$ cat src/rtl/bnn_output_layer_if.sv
// rtl/bnn_output_layer_if.sv - hidden-vector input, weight load and result handshake bundle
interface bnn_output_layer_if #(
    parameter int NUM_HIDDEN = 4,
    parameter int CLS_W      = 2,
    parameter int SCORE_W    = 3
);
    logic [NUM_HIDDEN-1:0] hid_in;
    logic                  hid_valid;
    logic                  hid_ready;
    logic                  load_en;
    logic [NUM_HIDDEN-1:0] load_data;
    logic [CLS_W-1:0]      class_idx;
    logic [SCORE_W-1:0]    class_score;
    logic                  out_valid;
    logic                  out_ready;
    logic                  busy;

    modport master (
        output hid_in, hid_valid, load_en, load_data, out_ready,
        input  hid_ready, class_idx, class_score, out_valid, busy
    );

    modport slave (
        input  hid_in, hid_valid, load_en, load_data, out_ready,
        output hid_ready, class_idx, class_score, out_valid, busy
    );
endinterface

$ cat src/rtl/bnn_output_layer.sv
// rtl/bnn_output_layer.sv - time-multiplexed binary output layer with argmax and loadable weights
module bnn_output_layer #(
    parameter int NUM_HIDDEN  = 4,
    parameter int NUM_CLASSES = 4,
    parameter int CLS_W       = $clog2(NUM_CLASSES),
    parameter int SCORE_W     = $clog2(NUM_HIDDEN + 1)
) (
    input logic              clk,
    input logic              reset,
    bnn_output_layer_if.slave bus
);
    typedef enum logic [1:0] {IDLE, EVAL, HOLD} state_t;

    state_t                state_q, state_d;
    logic [NUM_HIDDEN-1:0] hid_q, hid_d;
    logic [NUM_HIDDEN-1:0] weights_q [NUM_CLASSES];
    logic [CLS_W-1:0]      load_ptr_q, load_ptr_d;
    logic [CLS_W-1:0]      cls_cnt_q, cls_cnt_d;
    logic [SCORE_W-1:0]    best_score_q, best_score_d;
    logic [CLS_W-1:0]      best_idx_q, best_idx_d;
    logic [CLS_W-1:0]      class_idx_q, class_idx_d;
    logic [SCORE_W-1:0]    class_score_q, class_score_d;
    logic                  out_valid_q, out_valid_d;
    logic                  load_we;
    logic [NUM_HIDDEN-1:0] xnor_v;
    logic [SCORE_W-1:0]    score;
    logic                  take_best;

    localparam logic [CLS_W-1:0] LAST_CLS = CLS_W'(NUM_CLASSES - 1);

    // Score of the class currently under evaluation; strict compare keeps the lower index on ties
    always_comb begin
        xnor_v = ~(hid_q ^ weights_q[cls_cnt_q]);
        score  = '0;
        for (int i = 0; i < NUM_HIDDEN; i++) begin
            score = score + SCORE_W'(xnor_v[i]);
        end
        take_best = (cls_cnt_q == '0) || (score > best_score_q);
    end

    // Next-state and datapath control; loads are only honoured while idle
    always_comb begin
        state_d       = state_q;
        hid_d         = hid_q;
        load_ptr_d    = load_ptr_q;
        cls_cnt_d     = cls_cnt_q;
        best_score_d  = best_score_q;
        best_idx_d    = best_idx_q;
        class_idx_d   = class_idx_q;
        class_score_d = class_score_q;
        out_valid_d   = out_valid_q;
        load_we       = 1'b0;
        case (state_q)
            IDLE: begin
                if (bus.load_en) begin
                    load_we    = 1'b1;
                    load_ptr_d = (load_ptr_q == LAST_CLS) ? '0 : load_ptr_q + CLS_W'(1);
                end else if (bus.hid_valid) begin
                    hid_d        = bus.hid_in;
                    cls_cnt_d    = '0;
                    best_score_d = '0;
                    best_idx_d   = '0;
                    state_d      = EVAL;
                end
            end
            EVAL: begin
                if (take_best) begin
                    best_score_d = score;
                    best_idx_d   = cls_cnt_q;
                end
                cls_cnt_d = cls_cnt_q + CLS_W'(1);
                if (cls_cnt_q == LAST_CLS) begin
                    class_idx_d   = take_best ? cls_cnt_q : best_idx_q;
                    class_score_d = take_best ? score : best_score_q;
                    out_valid_d   = 1'b1;
                    state_d       = HOLD;
                end
            end
            HOLD: begin
                if (bus.out_ready) begin
                    out_valid_d = 1'b0;
                    state_d     = IDLE;
                end
            end
            default: state_d = IDLE;
        endcase
    end

    // State register
    always_ff @(posedge clk or posedge reset) begin
        if (reset) state_q <= IDLE;
        else       state_q <= state_d;
    end

    // Datapath registers; reset restores the one-hot default weights
    always_ff @(posedge clk or posedge reset) begin
        if (reset) begin
            hid_q         <= '0;
            load_ptr_q    <= '0;
            cls_cnt_q     <= '0;
            best_score_q  <= '0;
            best_idx_q    <= '0;
            class_idx_q   <= '0;
            class_score_q <= '0;
            out_valid_q   <= 1'b0;
            for (int c = 0; c < NUM_CLASSES; c++) begin
                weights_q[c] <= NUM_HIDDEN'(1) << (c % NUM_HIDDEN);
            end
        end else begin
            hid_q         <= hid_d;
            load_ptr_q    <= load_ptr_d;
            cls_cnt_q     <= cls_cnt_d;
            best_score_q  <= best_score_d;
            best_idx_q    <= best_idx_d;
            class_idx_q   <= class_idx_d;
            class_score_q <= class_score_d;
            out_valid_q   <= out_valid_d;
            if (load_we) weights_q[load_ptr_q] <= bus.load_data;
        end
    end

    assign bus.hid_ready   = (state_q == IDLE) && !bus.load_en;
    assign bus.busy        = (state_q != IDLE);
    assign bus.class_idx   = class_idx_q;
    assign bus.class_score = class_score_q;
    assign bus.out_valid   = out_valid_q;
endmodule
$ cat src/flat_wrapper.sv
// flat-port wrapper written by rule: the top's interface ports become plain ports
module bnn_output_layer_flat 
#(
    parameter int NUM_HIDDEN  = 4,
    parameter int NUM_CLASSES = 4,
    parameter int CLS_W       = $clog2(NUM_CLASSES),
    parameter int SCORE_W     = $clog2(NUM_HIDDEN + 1)
)
  (clk, reset, bus_hid_in, bus_hid_valid, bus_load_en, bus_load_data, bus_out_ready, bus_hid_ready, bus_class_idx, bus_class_score, bus_out_valid, bus_busy);
  bnn_output_layer_if #(.NUM_HIDDEN(NUM_HIDDEN), .CLS_W(CLS_W), .SCORE_W(SCORE_W)) bus_i ();
  input logic clk;
  input logic reset;
  input wire logic [$bits(bus_i.hid_in)-1:0] bus_hid_in;
  input wire logic [$bits(bus_i.hid_valid)-1:0] bus_hid_valid;
  input wire logic [$bits(bus_i.load_en)-1:0] bus_load_en;
  input wire logic [$bits(bus_i.load_data)-1:0] bus_load_data;
  input wire logic [$bits(bus_i.out_ready)-1:0] bus_out_ready;
  output wire logic [$bits(bus_i.hid_ready)-1:0] bus_hid_ready;
  output wire logic [$bits(bus_i.class_idx)-1:0] bus_class_idx;
  output wire logic [$bits(bus_i.class_score)-1:0] bus_class_score;
  output wire logic [$bits(bus_i.out_valid)-1:0] bus_out_valid;
  output wire logic [$bits(bus_i.busy)-1:0] bus_busy;
  assign bus_i.hid_in = bus_hid_in;
  assign bus_i.hid_valid = bus_hid_valid;
  assign bus_i.load_en = bus_load_en;
  assign bus_i.load_data = bus_load_data;
  assign bus_i.out_ready = bus_out_ready;
  assign bus_hid_ready = bus_i.hid_ready;
  assign bus_class_idx = bus_i.class_idx;
  assign bus_class_score = bus_i.class_score;
  assign bus_out_valid = bus_i.out_valid;
  assign bus_busy = bus_i.busy;
  bnn_output_layer #(.NUM_HIDDEN(NUM_HIDDEN), .NUM_CLASSES(NUM_CLASSES), .CLS_W(CLS_W), .SCORE_W(SCORE_W)) u_core (.clk(clk), .reset(reset), .bus(bus_i));
endmodule
$ cat config.mk
export PLATFORM = sky130hd
export DESIGN_NAME = bnn_output_layer_flat
export DESIGN_NICKNAME = d
export VERILOG_FILES = /design/src/rtl/bnn_output_layer_if.sv /design/src/rtl/bnn_output_layer.sv /design/src/flat_wrapper.sv
export SDC_FILE = /design/constraint.sdc
export NUM_CORES = 1
export LEC_CHECK = 0
export CAP_MARGIN = 40
export CORE_AREA = 4 4 70 72
export CTS_BUF_LIST = sky130_fd_sc_hd__clkbuf_2
export CTS_CLUSTER_DIAMETER = 50
export DETAILED_ROUTE_END_ITERATION = 7
export DIE_AREA = 0 0 74 76
export DONT_BUFFER_PORTS = 1
export GPL_ROUTABILITY_DRIVEN = 0
export PLACE_DENSITY = 0.62
export SLEW_MARGIN = 25
export SYNTH_ARGS = -nofsm -noshare
export SYNTH_HDL_FRONTEND = slang
export SYNTH_SLANG_ARGS = --single-unit
$ cat constraint.sdc
create_clock -name clk -period 8.2 [get_ports clk]
set_clock_uncertainty 0.15 [all_clocks]
set_input_delay 0.82 -clock clk [delete_from_list [all_inputs] [get_ports clk]]
set_output_delay 0.82 -clock clk [all_outputs]
set_load 0.02 [all_outputs]
* Word-level counts from Yosys, hierarchy flattened
Cells that the tools add are included.
Word-level totals: input port bits 13, memory bits (writable) 0, memories kept 0, bits in read-only memories 0, register bits after elaboration 37, word-level logic and storage cells 76, output and inout bits 8, bits in latches 0
Cells by class: div/mod/pow operators 0, order comparisons 4, multiply operators 0, bitwise gates (word level) 5, muxes and demuxes 26, add/sub/neg operators 5, reductions and logical operators 15, shift-type cells 0, equal/unequal tests 8
Operators with widths (count):
- 16-bit bitwise mux | 1
- 2-bit 2-to-1 mux | 8
- 4-bit 2-to-1 mux | 3
- 3-bit 2-to-1 mux | 3
- 3-bit AND reduction | 3
- 4-bit binary-select mux with 2-bit select | 1
- 4-bit demux with 2-bit select | 1
- 2-bit case mux with 2 select lines | 2
- 3-bit by 1-bit adder with 3-bit output | 2
- 2-bit == test (second input constant) | 3
- 3-bit >= comparator (second input constant) | 2
- 2-bit inequality test (second input constant) | 3
- 2-bit inverter with 3-bit output | 2
- 2-bit case mux with 3 select lines | 1
- 3-bit case mux with 2 select lines | 1
- 2-bit nonzero test | 3
- 2-bit by 1-bit adder with 2-bit output (second input constant) | 2
- 2-bit zero test | 2
- 1-bit 2-to-1 mux | 4
- 4-bit inverter | 1
- 2-bit AND reduction | 2
- 4-bit AND reduction | 1
- 4-bit XOR | 1
- 3-bit > comparator | 1
- 9 further kinds | 10

* Depth between registers and ports, before layout
Gate-level depths: netlist of the first run.
depth in word-level cells 13, mapped depth 11, mapped depth without buffers 10

* Worst setup path after synthesis of the first run
No wires, ideal clock.
path kind flip-flop to flip-flop, from register u_core.cls_cnt_q[0], to register u_core.best_idx_q[0], required time 7.929 ns, data arrival time 3.269 ns, period minus slack after synthesis 3.540 ns, buffers on the path 1, setup time 0.121 ns, cell stages (with the launch flop) 12, setup slack 4.660 ns, cell sequence dfrtp_1 -> buf_2 -> mux4_2 -> xnor2_1 -> ha_1 -> fa_1 -> ha_1 -> ha_1 -> nor2b_4 -> o311ai_4 -> a21oi_2 -> a22o_1
Between the ends: cells in the longest elaborated chain, start to end 13, elaborated cells on any way between the ends 14, classes of those cells add/sub: 3; order compare: 1; mux: 5; bitwise: 3; reduce/logical: 2
Ends and longest elaborated chain:
- start: declaration | line bnn_output_layer.sv:18 | logic [CLS_W-1:0] cls_cnt_q, cls_cnt_d;
- start signal: assignment | line bnn_output_layer.sv:112 | cls_cnt_q <= cls_cnt_d;
- 2-bit inverter with 3-bit output (not written as such) | line bnn_output_layer.sv:33 | xnor_v = ~(hid_q ^ weights_q[cls_cnt_q]);
- 4-bit binary-select mux with 2-bit select | line bnn_output_layer.sv:33
- 4-bit 2-to-1 mux (not written as such) (2 in series) | line bnn_output_layer.sv:33
- 4-bit XOR | line bnn_output_layer.sv:33
- 4-bit inverter | line bnn_output_layer.sv:33
- 1-bit by 1-bit adder with 2-bit output | line bnn_output_layer.sv:36 | score = score + SCORE_W'(xnor_v[i]);
- 3-bit by 1-bit adder with 3-bit output (2 in series) | line bnn_output_layer.sv:36
- 3-bit > comparator | line bnn_output_layer.sv:38 | take_best = (cls_cnt_q == '0) || (score > best_score_q);
- 1-bit logical OR | line bnn_output_layer.sv:38
- 2-bit 2-to-1 mux * | line bnn_output_layer.sv:67 | if (take_best) begin
- 2-bit case mux with 2 select lines * | line bnn_output_layer.sv:53 | case (state_q)
- end signal: assignment | line bnn_output_layer.sv:114 | best_idx_q <= best_idx_d;
- end: declaration | line bnn_output_layer.sv:20 | logic [CLS_W-1:0] best_idx_q, best_idx_d;
Every way passes the cells marked *; elsewhere a longest branch is shown, timed or not. The select of a mux whose other input is x is not followed. A chain may end at the register's enable or synchronous reset.

* Worst setup path in the final report of the first run
from register u_core.cls_cnt_q[0], to register u_core.best_idx_q[1]
Between the ends: cells in the longest elaborated chain, start to end 13, elaborated cells on any way between the ends 14, classes of those cells add/sub: 3; order compare: 1; mux: 5; bitwise: 3; reduce/logical: 2
Ends and longest elaborated chain (line):
- 2-bit inverter with 3-bit output (not written as such) | bnn_output_layer.sv:33
- 4-bit binary-select mux with 2-bit select | bnn_output_layer.sv:33
- 4-bit 2-to-1 mux (not written as such) (2 in series) | bnn_output_layer.sv:33
- 4-bit XOR | bnn_output_layer.sv:33
- 4-bit inverter | bnn_output_layer.sv:33
- 1-bit by 1-bit adder with 2-bit output | bnn_output_layer.sv:36
- 3-bit by 1-bit adder with 3-bit output (2 in series) | bnn_output_layer.sv:36
- 3-bit > comparator | bnn_output_layer.sv:38
- 1-bit logical OR * | bnn_output_layer.sv:38
- 2-bit 2-to-1 mux *
- 2-bit case mux with 2 select lines *
Marks and branches as above.

==> results of run 1 <==
==> worst max-delay path, delay by kind of cell, from the launching register on <==
family | cells | cell delay (ns)
simple gates | 1 | 0.15
mux | 1 | 0.58
xor+xnor | 1 | 0.18
fa+ha+maj | 4 | 1.32
compound gates | 3 | 0.74
flops | 1 | 0.61
==> per-layer routing <==
| metal | vias up | track usage (%) |
|---|---|---|
| met5 | - | 0 |
| met4 | 0 | 3.804 |
| met3 | 5 | 5.013 |
| met2 | 22 | 19.95 |
| met1 | 595 | 19.93 |
| li1 | 558 | - |
==> worst max path at each step <==
stage          slack [ns]                start  cells after the start                      to
3_5_place_dp         4.35  u_core.cls_cnt_q[0]                     10    u_core.best_idx_q[1]
6_report             4.39  u_core.cls_cnt_q[0]                     10    u_core.best_idx_q[1]
3_3_place_gp         4.42  u_core.cls_cnt_q[0]                     10    u_core.best_idx_q[0]
2_1_floorplan        4.66  u_core.cls_cnt_q[0]                     11    u_core.best_idx_q[0]
5_1_grt              4.14  u_core.cls_cnt_q[0]                     10  u_core.best_score_q[1]
4_1_cts              4.35  u_core.cls_cnt_q[0]                     10    u_core.best_idx_q[0]
==> cells by family (layout without fill, tap and decap cells) <==
group | Yosys count | in the layout
DFF | 37 | 37
AOI/OAI and AO/OA | 30 | 30
and+or+nand+nor | 30 | 30
muxes | 25 | 25
buffers and inverters | 19 | 19
adders and majority gates | 12 | 12
xor gates and xnor gates | 4 | 4
==> final cells by class <==
cell class,count,area share (%)
multi-input cells,101,47.76
flip-flops and latches,37,45.09
well taps,52,3.152
inverters,11,2.000
clock buffers,6,1.455
repair buffers,1,0.3636
clock inverters,1,0.1818
==> stage by stage <==
| step | worst slack [ns] | utilization, % | hold slack (ns) | cells |
|---|---|---|---|---|
| 6_report | 4.388 | 48.08 | 0.2813 | 209 |
| 3_5_place_dp | 4.355 | 47.29 | 0.3451 | 202 |
| 3_3_place_gp | 4.417 | 47.29 | 0.3397 | 202 |
| 2_1_floorplan | 4.660 | - | 0.3158 | 157 |
| 5_1_grt | 4.141 | 48.08 | 0.2673 | 209 |
| 4_1_cts | 4.350 | 48.08 | 0.2627 | 209 |
==> sequential cells by signal, summed over array words and instances, names as in the netlist <==
| register | flops |
|---|---|
| u_core.best_idx_q | 2 |
| u_core.best_score_q | 3 |
| u_core.bus.class_idx | 2 |
| u_core.bus.class_score | 3 |
| u_core.bus.out_valid | 1 |
| u_core.cls_cnt_q | 2 |
| u_core.hid_q | 4 |
| u_core.load_ptr_q | 2 |
| u_core.state_q | 2 |
| u_core.weights_q | 16 |
==> synth_stat cells (2+ instances only) <==
master | n | area, µm²
sky130_fd_sc_hd__dfrtp_1 | 33 | 825.8
sky130_fd_sc_hd__mux2_4 | 20 | 300.3
sky130_fd_sc_hd__ha_1 | 11 | 137.6
sky130_fd_sc_hd__inv_1 | 10 | 37.54
sky130_fd_sc_hd__a22o_1 | 6 | 52.55
sky130_fd_sc_hd__nand2_1 | 6 | 22.52
sky130_fd_sc_hd__a21oi_1 | 5 | 25.02
sky130_fd_sc_hd__buf_6 | 5 | 56.30
sky130_fd_sc_hd__and3_1 | 4 | 25.02
sky130_fd_sc_hd__dfstp_2 | 4 | 105.1
sky130_fd_sc_hd__mux4_2 | 4 | 90.09
sky130_fd_sc_hd__nor2_1 | 4 | 15.01
sky130_fd_sc_hd__nor3_1 | 4 | 20.02
sky130_fd_sc_hd__o21ai_0 | 4 | 20.02
sky130_fd_sc_hd__o21ai_1 | 4 | 20.02
sky130_fd_sc_hd__xnor2_1 | 4 | 35.03
sky130_fd_sc_hd__nand3_1 | 3 | 15.01
sky130_fd_sc_hd__o22a_1 | 3 | 26.28
sky130_fd_sc_hd__a31oi_1 | 2 | 12.51
sky130_fd_sc_hd__and2_1 | 2 | 12.51
sky130_fd_sc_hd__buf_2 | 2 | 10.01
sky130_fd_sc_hd__nor2b_1 | 2 | 12.51
==> PnR_summary.wiki, run 1 <==
{| class="wikitable"
! Metric !! Value
|-
| Area enclosed by the die boundary || 5624 µm²
|-
| Antenna-violating nets left || 0
|-
| Net count after synthesis || 182
|-
| Die extent in x || 74 µm
|-
| Area of all sequential standard cells || 930.9 µm²
|-
| Synth Instances || 157
|-
| Root buf cell || sky130_fd_sc_hd__clkbuf_2
|-
| Worst reg2reg path startpoint || u_core.cls_cnt_q[0]
|-
| Detailed placer's ending HPWL || 2.654 mm
|-
| Post-Route WL || 3.522 mm
|-
| Worst stage delay on the critical path || 0.61 ns
|-
| Portion of netlist area occupied by mux cells || 19.80%
|-
| Number of input and output port buffers inserted || 0
|-
| Largest family of logic cells by synthesized area || multiplexers
|-
| Max Transition Viols Final || 0
|-
| Main synth FF type || sky130_fd_sc_hd__dfrtp_1
|-
| Via count of the routed design || 1180
|-
| Arrival time of the worst setup path || 3.93 ns
|-
| Post-CTS Setup Bufs || 0
|-
| Area of the core || 4294 µm²
|-
| Type of element capturing the critical path || flop
|-
| Compound-Gate Fraction of Synth Area || 11.10%
|-
| Drt wl/cell || 16.85 µm
|-
| Initial detailed-routing violation count || 67
|-
| Min Tclk post-route || 3.812 ns
|-
| Slowest cell on crit path || sky130_fd_sc_hd__dfrtp_1
|-
| Ratio of routed vias to standard cells || 5.646
|-
| Clock input transition at the sequential cells of the worst setup and hold paths || 0.17 ns
|-
| Total number of yosys warnings || 0
|-
| Status || complete, no violations
|-
| Met1 wire length || 1.653 mm
|-
| Clk_lat worst skew || 0.35 ns
|-
| Max Fanout on Critical Path || 9
|-
| Total CTS buffers || 5
|-
| Mean Syn Cell Area || 12.92 µm²
|-
| Buffer levels on the longest clock path || 2
|-
| Total congestion overflow after global routing || 0
|-
| Sum of met2 wire segment lengths after detailed routing || 1.643 mm
|-
| Number of placement rows || 24
|-
| Met3 Routed Length || 187 µm
|-
| Post-synth ARST share || 100.0%
|-
| Flip-flop and latch count after synthesis || 37
|-
| TritonCTS clock tree || yes
|-
| Logic depth of the worst register-to-register path || 10
|-
| Category of the worst setup path launch point || flop
|-
| Final routed DRC violation total || 0
|-
| Critical path required time || 8.32 ns
|-
| Synthesized-area fraction occupied by adder cells || 7.773%
|-
| Type of the tightest min-delay check || in2async
|-
| Period utilization || 46.49%
|-
| Largest net degree at the start of global routing || 38
|-
| Net count of the finished layout || 182
|-
| Count of instances resized after the clock tree is built || 0
|-
| Sequential element share of the synthesized area || 45.90%
|-
| Ant diodes || 0
|-
| Fillcell total || 387
|-
| Antenna violations before repair || 0
|-
| Worst path cell trace || mux4_2, xnor2_1, ha_1, fa_1, ha_1, ha_1, nor2b_4, o311ai_4, a21oi_2, a22o_1
|-
| Total number of clock tree sinks || 37
|-
| Clock H-tree levels || 2
|-
| Area after DPL || 2031 µm²
|-
| Area Overhead vs Synth || 1.789%
|-
| Library cells used by synthesis || 37
|-
| Max frequency || 262.3 MHz
|-
| Count of endpoints failing hold in the final timing report || 0
|-
| Measured slew at the worst slew-check pin || 0.4652 ns
|-
| Initial Utilization || 47.23%
|-
| Global-route wire length before repair || 6.072 mm
|-
| Sum of negative setup slack || 0 ns
|-
| Count of hold-fix buffers inserted at cts || 0
|-
| Top routing layer used || met4
|-
| Area used by multi-input combinational logic || 985.9 µm²
|-
| Number of global-route vias before repair || 1195
|-
| Cell occurring most often along the worst timing path || sky130_fd_sc_hd__ha_1
|-
| Detailed-router iteration count before antenna repair || 5
|-
| Commonest cells after routing, fill and taps aside || sky130_fd_sc_hd__dfrtp_1 (33), sky130_fd_sc_hd__mux2_4 (20), sky130_fd_sc_hd__ha_1 (11), sky130_fd_sc_hd__inv_1 (10)
|-
| Commonest non-fill, non-tap cell in the layout || sky130_fd_sc_hd__dfrtp_1
|-
| Chip height || 76 µm
|-
| Reg-to-reg slack, setup || 4.39 ns
|-
| Aggregate global-route resource usage || 13.96%
|-
| End of the worst register-to-register path || u_core.best_idx_q[1]
|-
| Number of top-level pins || 21
|-
| Area share of and/or/nand/nor cells after synthesis || 8.205%
|-
| Netlist area before placement || 2028 µm²
|-
| Post-Layout Inst Area || 2064 µm²
|-
| Layout cells sized above 1 || 26.75%
|-
| Slew HR || 68.99%
|-
| Synth Area in XOR/XNOR || 1.727%
|-
| Worst Setup Path Type || reg2reg
|-
| RSZ-0062 raised after global routing || no
|-
| Setup violations, final || 0
|-
| Max capacitance violation total || 0
|-
| EDFF count, synth || 0
|}
Power of run 1 is not shown: default switching activity piles up to over one toggle a cycle in this logic, so the estimate is an artifact.
==> run 2, diff against run 1 <==
==> constraint.sdc (replaced) <==
create_clock -name clk -period 3.9 [get_ports clk]
set_clock_uncertainty 0.15 [all_clocks]
set_input_delay 0.39 -clock clk [delete_from_list [all_inputs] [get_ports clk]]
set_output_delay 0.39 -clock clk [all_outputs]
set_load 0.02 [all_outputs]
==> run 2 against run 1 <==
Critical path depth stayed put. Worst hold slack worse by 0.23 ns. Final cell count is 5.3% higher. Highest routed layer unchanged. Largest cell class unchanged. Maximum frequency is 3.8% higher. Flip-flop and latch count stayed put. Non-clock buffer count is 10 higher.
==> PnR_summary.wiki, run 2 (same netlist as run 1, synthesis figures left out) <==
{| class="wikitable"
! Metric !! Value
|-
| Root buf cell || sky130_fd_sc_hd__clkbuf_2 (unchanged)
|-
| Layout cells sized above 1 || 26.79% (was 26.75%)
|-
| Net count of the finished layout || 192 (was 182)
|-
| Final hold slack || 0.04799 ns (was 0.2813 ns)
|-
| Clk_lat worst skew || 0.40 ns (was 0.35 ns)
|-
| Number of placement rows || 24 (unchanged)
|-
| Die extent in x || 74 µm (unchanged)
|-
| Drt wl/cell || 16.92 µm (was 16.85 µm)
|-
| Ant diodes || 0 (unchanged)
|-
| M1 GR Usage || 18.64% (was 19.93%)
|-
| Arrival time of the worst setup path || 3.83 ns (was 3.93 ns)
|-
| Clock H-tree levels || 2 (unchanged)
|-
| Number of top-level pins || 21 (unchanged)
|-
| Count of endpoints failing hold in the final timing report || 0 (unchanged)
|-
| Setup violations, final || 0 (unchanged)
|-
| Largest reg by FF count || u_core.weights_q (unchanged)
|-
| Min Tclk post-route || 3.672 ns (was 3.812 ns)
|-
| Max capacitance violation total || 0 (unchanged)
|-
| Total CTS buffers || 5 (unchanged)
|-
| Type of the tightest min-delay check || in2reg (was in2async)
|-
| Detailed placer's ending HPWL || 2.714 mm (was 2.654 mm)
|-
| Area enclosed by the die boundary || 5624 µm² (unchanged)
|-
| Commonest cells after routing, fill and taps aside || sky130_fd_sc_hd__dfrtp_1 (33), sky130_fd_sc_hd__mux2_4 (20), sky130_fd_sc_hd__ha_1 (11), sky130_fd_sc_hd__inv_1 (10), sky130_fd_sc_hd__dlygate4sd3_1 (9) (was sky130_fd_sc_hd__dfrtp_1 (33), sky130_fd_sc_hd__mux2_4 (20), sky130_fd_sc_hd__ha_1 (11), sky130_fd_sc_hd__inv_1 (10))
|-
| Sum of negative setup slack || 0 ns (unchanged)
|-
| Critical path required time || 4.06 ns (was 8.32 ns)
|-
| Worst reg2reg path startpoint || u_core.cls_cnt_q[0] (unchanged)
|-
| Area Overhead vs Synth || 9.377% (was 1.789%)
|-
| Aggregate global-route resource usage || 14.45% (was 13.96%)
|-
| Max frequency || 272.3 MHz (was 262.3 MHz)
|-
| Status || complete, no violations (unchanged)
|-
| Antenna violations before repair || 0 (unchanged)
|-
| Post-CTS Setup Bufs || 0 (unchanged)
|-
| Chip height || 76 µm (unchanged)
|-
| Largest net degree at the start of global routing || 38 (unchanged)
|-
| Registers with the most flip-flops || u_core.weights_q x16, u_core.hid_q x4 (unchanged)
|-
| Initial Utilization || 47.23% (unchanged)
|-
| RSZ-0062 raised after global routing || no (unchanged)
|-
| Start point of the worst hold path || bus_load_en
|-
| Commonest non-fill, non-tap cell in the layout || sky130_fd_sc_hd__dfrtp_1 (unchanged)
|-
| Fraction of met2 tracks used by global routing || 22.07% (was 19.95%)
|-
| Via count of the routed design || 1236 (was 1180)
|-
| Fillcell total || 379 (was 387)
|-
| Max Transition Viols Final || 0 (unchanged)
|-
| Initial detailed-routing violation count || 94 (was 67)
|-
| Smallest setup slack after layout || 0.2281 ns (was 4.388 ns)
|-
| Ratio of routed vias to standard cells || 5.618 (was 5.646)
|-
| Max Fanout on Critical Path || 6 (was 9)
|-
| Post-Route WL || 3.722 mm (was 3.522 mm)
|-
| Number of global-route vias before repair || 1280 (was 1195)
|-
| Global-route wire length before repair || 6.113 mm (was 6.072 mm)
|-
| Hold path depth || 2
|-
| Layer with the highest usage after global routing || met2 (unchanged)
|-
| Area of the core || 4294 µm² (unchanged)
|-
| Global-route met3 utilization || 4.617% (was 5.013%)
|-
| End of the worst register-to-register path || u_core.best_score_q[1] (was u_core.best_idx_q[1])
|-
| Total number of clock tree sinks || 37 (unchanged)
|-
| Reg-to-reg slack, setup || 0.23 ns (was 4.39 ns)
|-
| Worst Setup Path Type || reg2reg (unchanged)
|-
| Capture endpoint of the worst hold path || u_core.load_ptr_q[0]
|-
| Type of element capturing the critical path || flop (unchanged)
|-
| Final routed DRC violation total || 0 (unchanged)
|-
| Category of the worst setup path launch point || flop (unchanged)
|-
| Max reg flops || 16 (unchanged)
|-
| Period utilization || 94.15% (was 46.49%)
|-
| DP Worst Slack || 0.2078 ns (was 4.355 ns)
|-
| Total congestion overflow after global routing || 0 (unchanged)
|-
| Number of input and output port buffers inserted || 0 (unchanged)
|-
| Antenna-violating nets left || 0 (unchanged)
|-
| TritonCTS clock tree || yes (unchanged)
|-
| Detailed-router iteration count before antenna repair || 4 (was 5)
|-
| Buffer levels on the longest clock path || 2 (unchanged)
|-
| Slew HR || 68.87% (was 68.99%)
|-
| Logic depth of the worst register-to-register path || 10 (unchanged)
|-
| Clock input transition at the sequential cells of the worst setup and hold paths || 0.20 ns (was 0.17 ns)
|-
| Measured slew at the worst slew-check pin || 0.4669 ns (was 0.4652 ns)
|}
[run 2: changes by cell type in the layout (fill, tap and decap cells not counted), sizes merged]
cell         before  now
clkbuf            6    5
buf               1    2
dlygate4sd3       0    9
bufinv            0    2
[run 2: timing repair]
item,CTS,global route
hold buffers,9,0
endpoints found under the hold margin,53,0
resized for setup,0,0
[run 2: worst max-delay path by stage]
stage / from / to / depth (start not counted)
after floorplan: u_core.cls_cnt_q[0] / u_core.best_idx_q[0] / 11
after global placement: u_core.cls_cnt_q[0] / u_core.best_idx_q[1] / 10
after detailed placement: u_core.cls_cnt_q[0] / u_core.best_idx_q[1] / 10
after CTS: u_core.cls_cnt_q[0] / u_core.best_score_q[1] / 10
after global routing: u_core.cls_cnt_q[0] / u_core.bus.class_score[1] / 10
final: u_core.cls_cnt_q[0] / u_core.best_score_q[1] / 10
[run 2: worst max-delay path: stages, from the launching register on]
cell and delay (ns):
sky130_fd_sc_hd__dfrtp_1 0.52, sky130_fd_sc_hd__mux4_2 0.56, sky130_fd_sc_hd__xnor2_1 0.15, sky130_fd_sc_hd__ha_1 0.29, sky130_fd_sc_hd__fa_1 0.39, sky130_fd_sc_hd__ha_1 0.32
sky130_fd_sc_hd__ha_1 0.32, sky130_fd_sc_hd__nor2b_4 0.15, sky130_fd_sc_hd__o311ai_4 0.33, sky130_fd_sc_hd__a21oi_2 0.15, sky130_fd_sc_hd__a22o_1 0.25
[run 2: area by class of cell]
type                            count  area (µm²)  area share, %
Clock buffer                        5       25.02          1.128
Clock inverter                      3       65.06          2.933
Multi-Input combinational cell    101       985.9          44.44
Inverter                           11       41.29          1.861
Timing Repair Buffer               11       105.1          4.738
Sequential cell                    37       930.9          41.96
Tap cell                           52       65.06          2.933
[run 2: per-layer routing]
layer,wire length (µm),up-vias
li1,-,580
met1,1704,613
met2,1732,34
met3,206,9
met4,78,0
met5,0,-
[run 2: through the flow]
stage / utilization [%] / cells / area, µm²
global route: 51.66 / 220 / 2218
finish: 51.66 / 220 / 2218
floorplan: - / 157 / 2028
detailed placement: 47.47 / 203 / 2038
global placement: 47.47 / 203 / 2038
CTS: 51.66 / 220 / 2218
Power of run 2 is left out for the same reason.
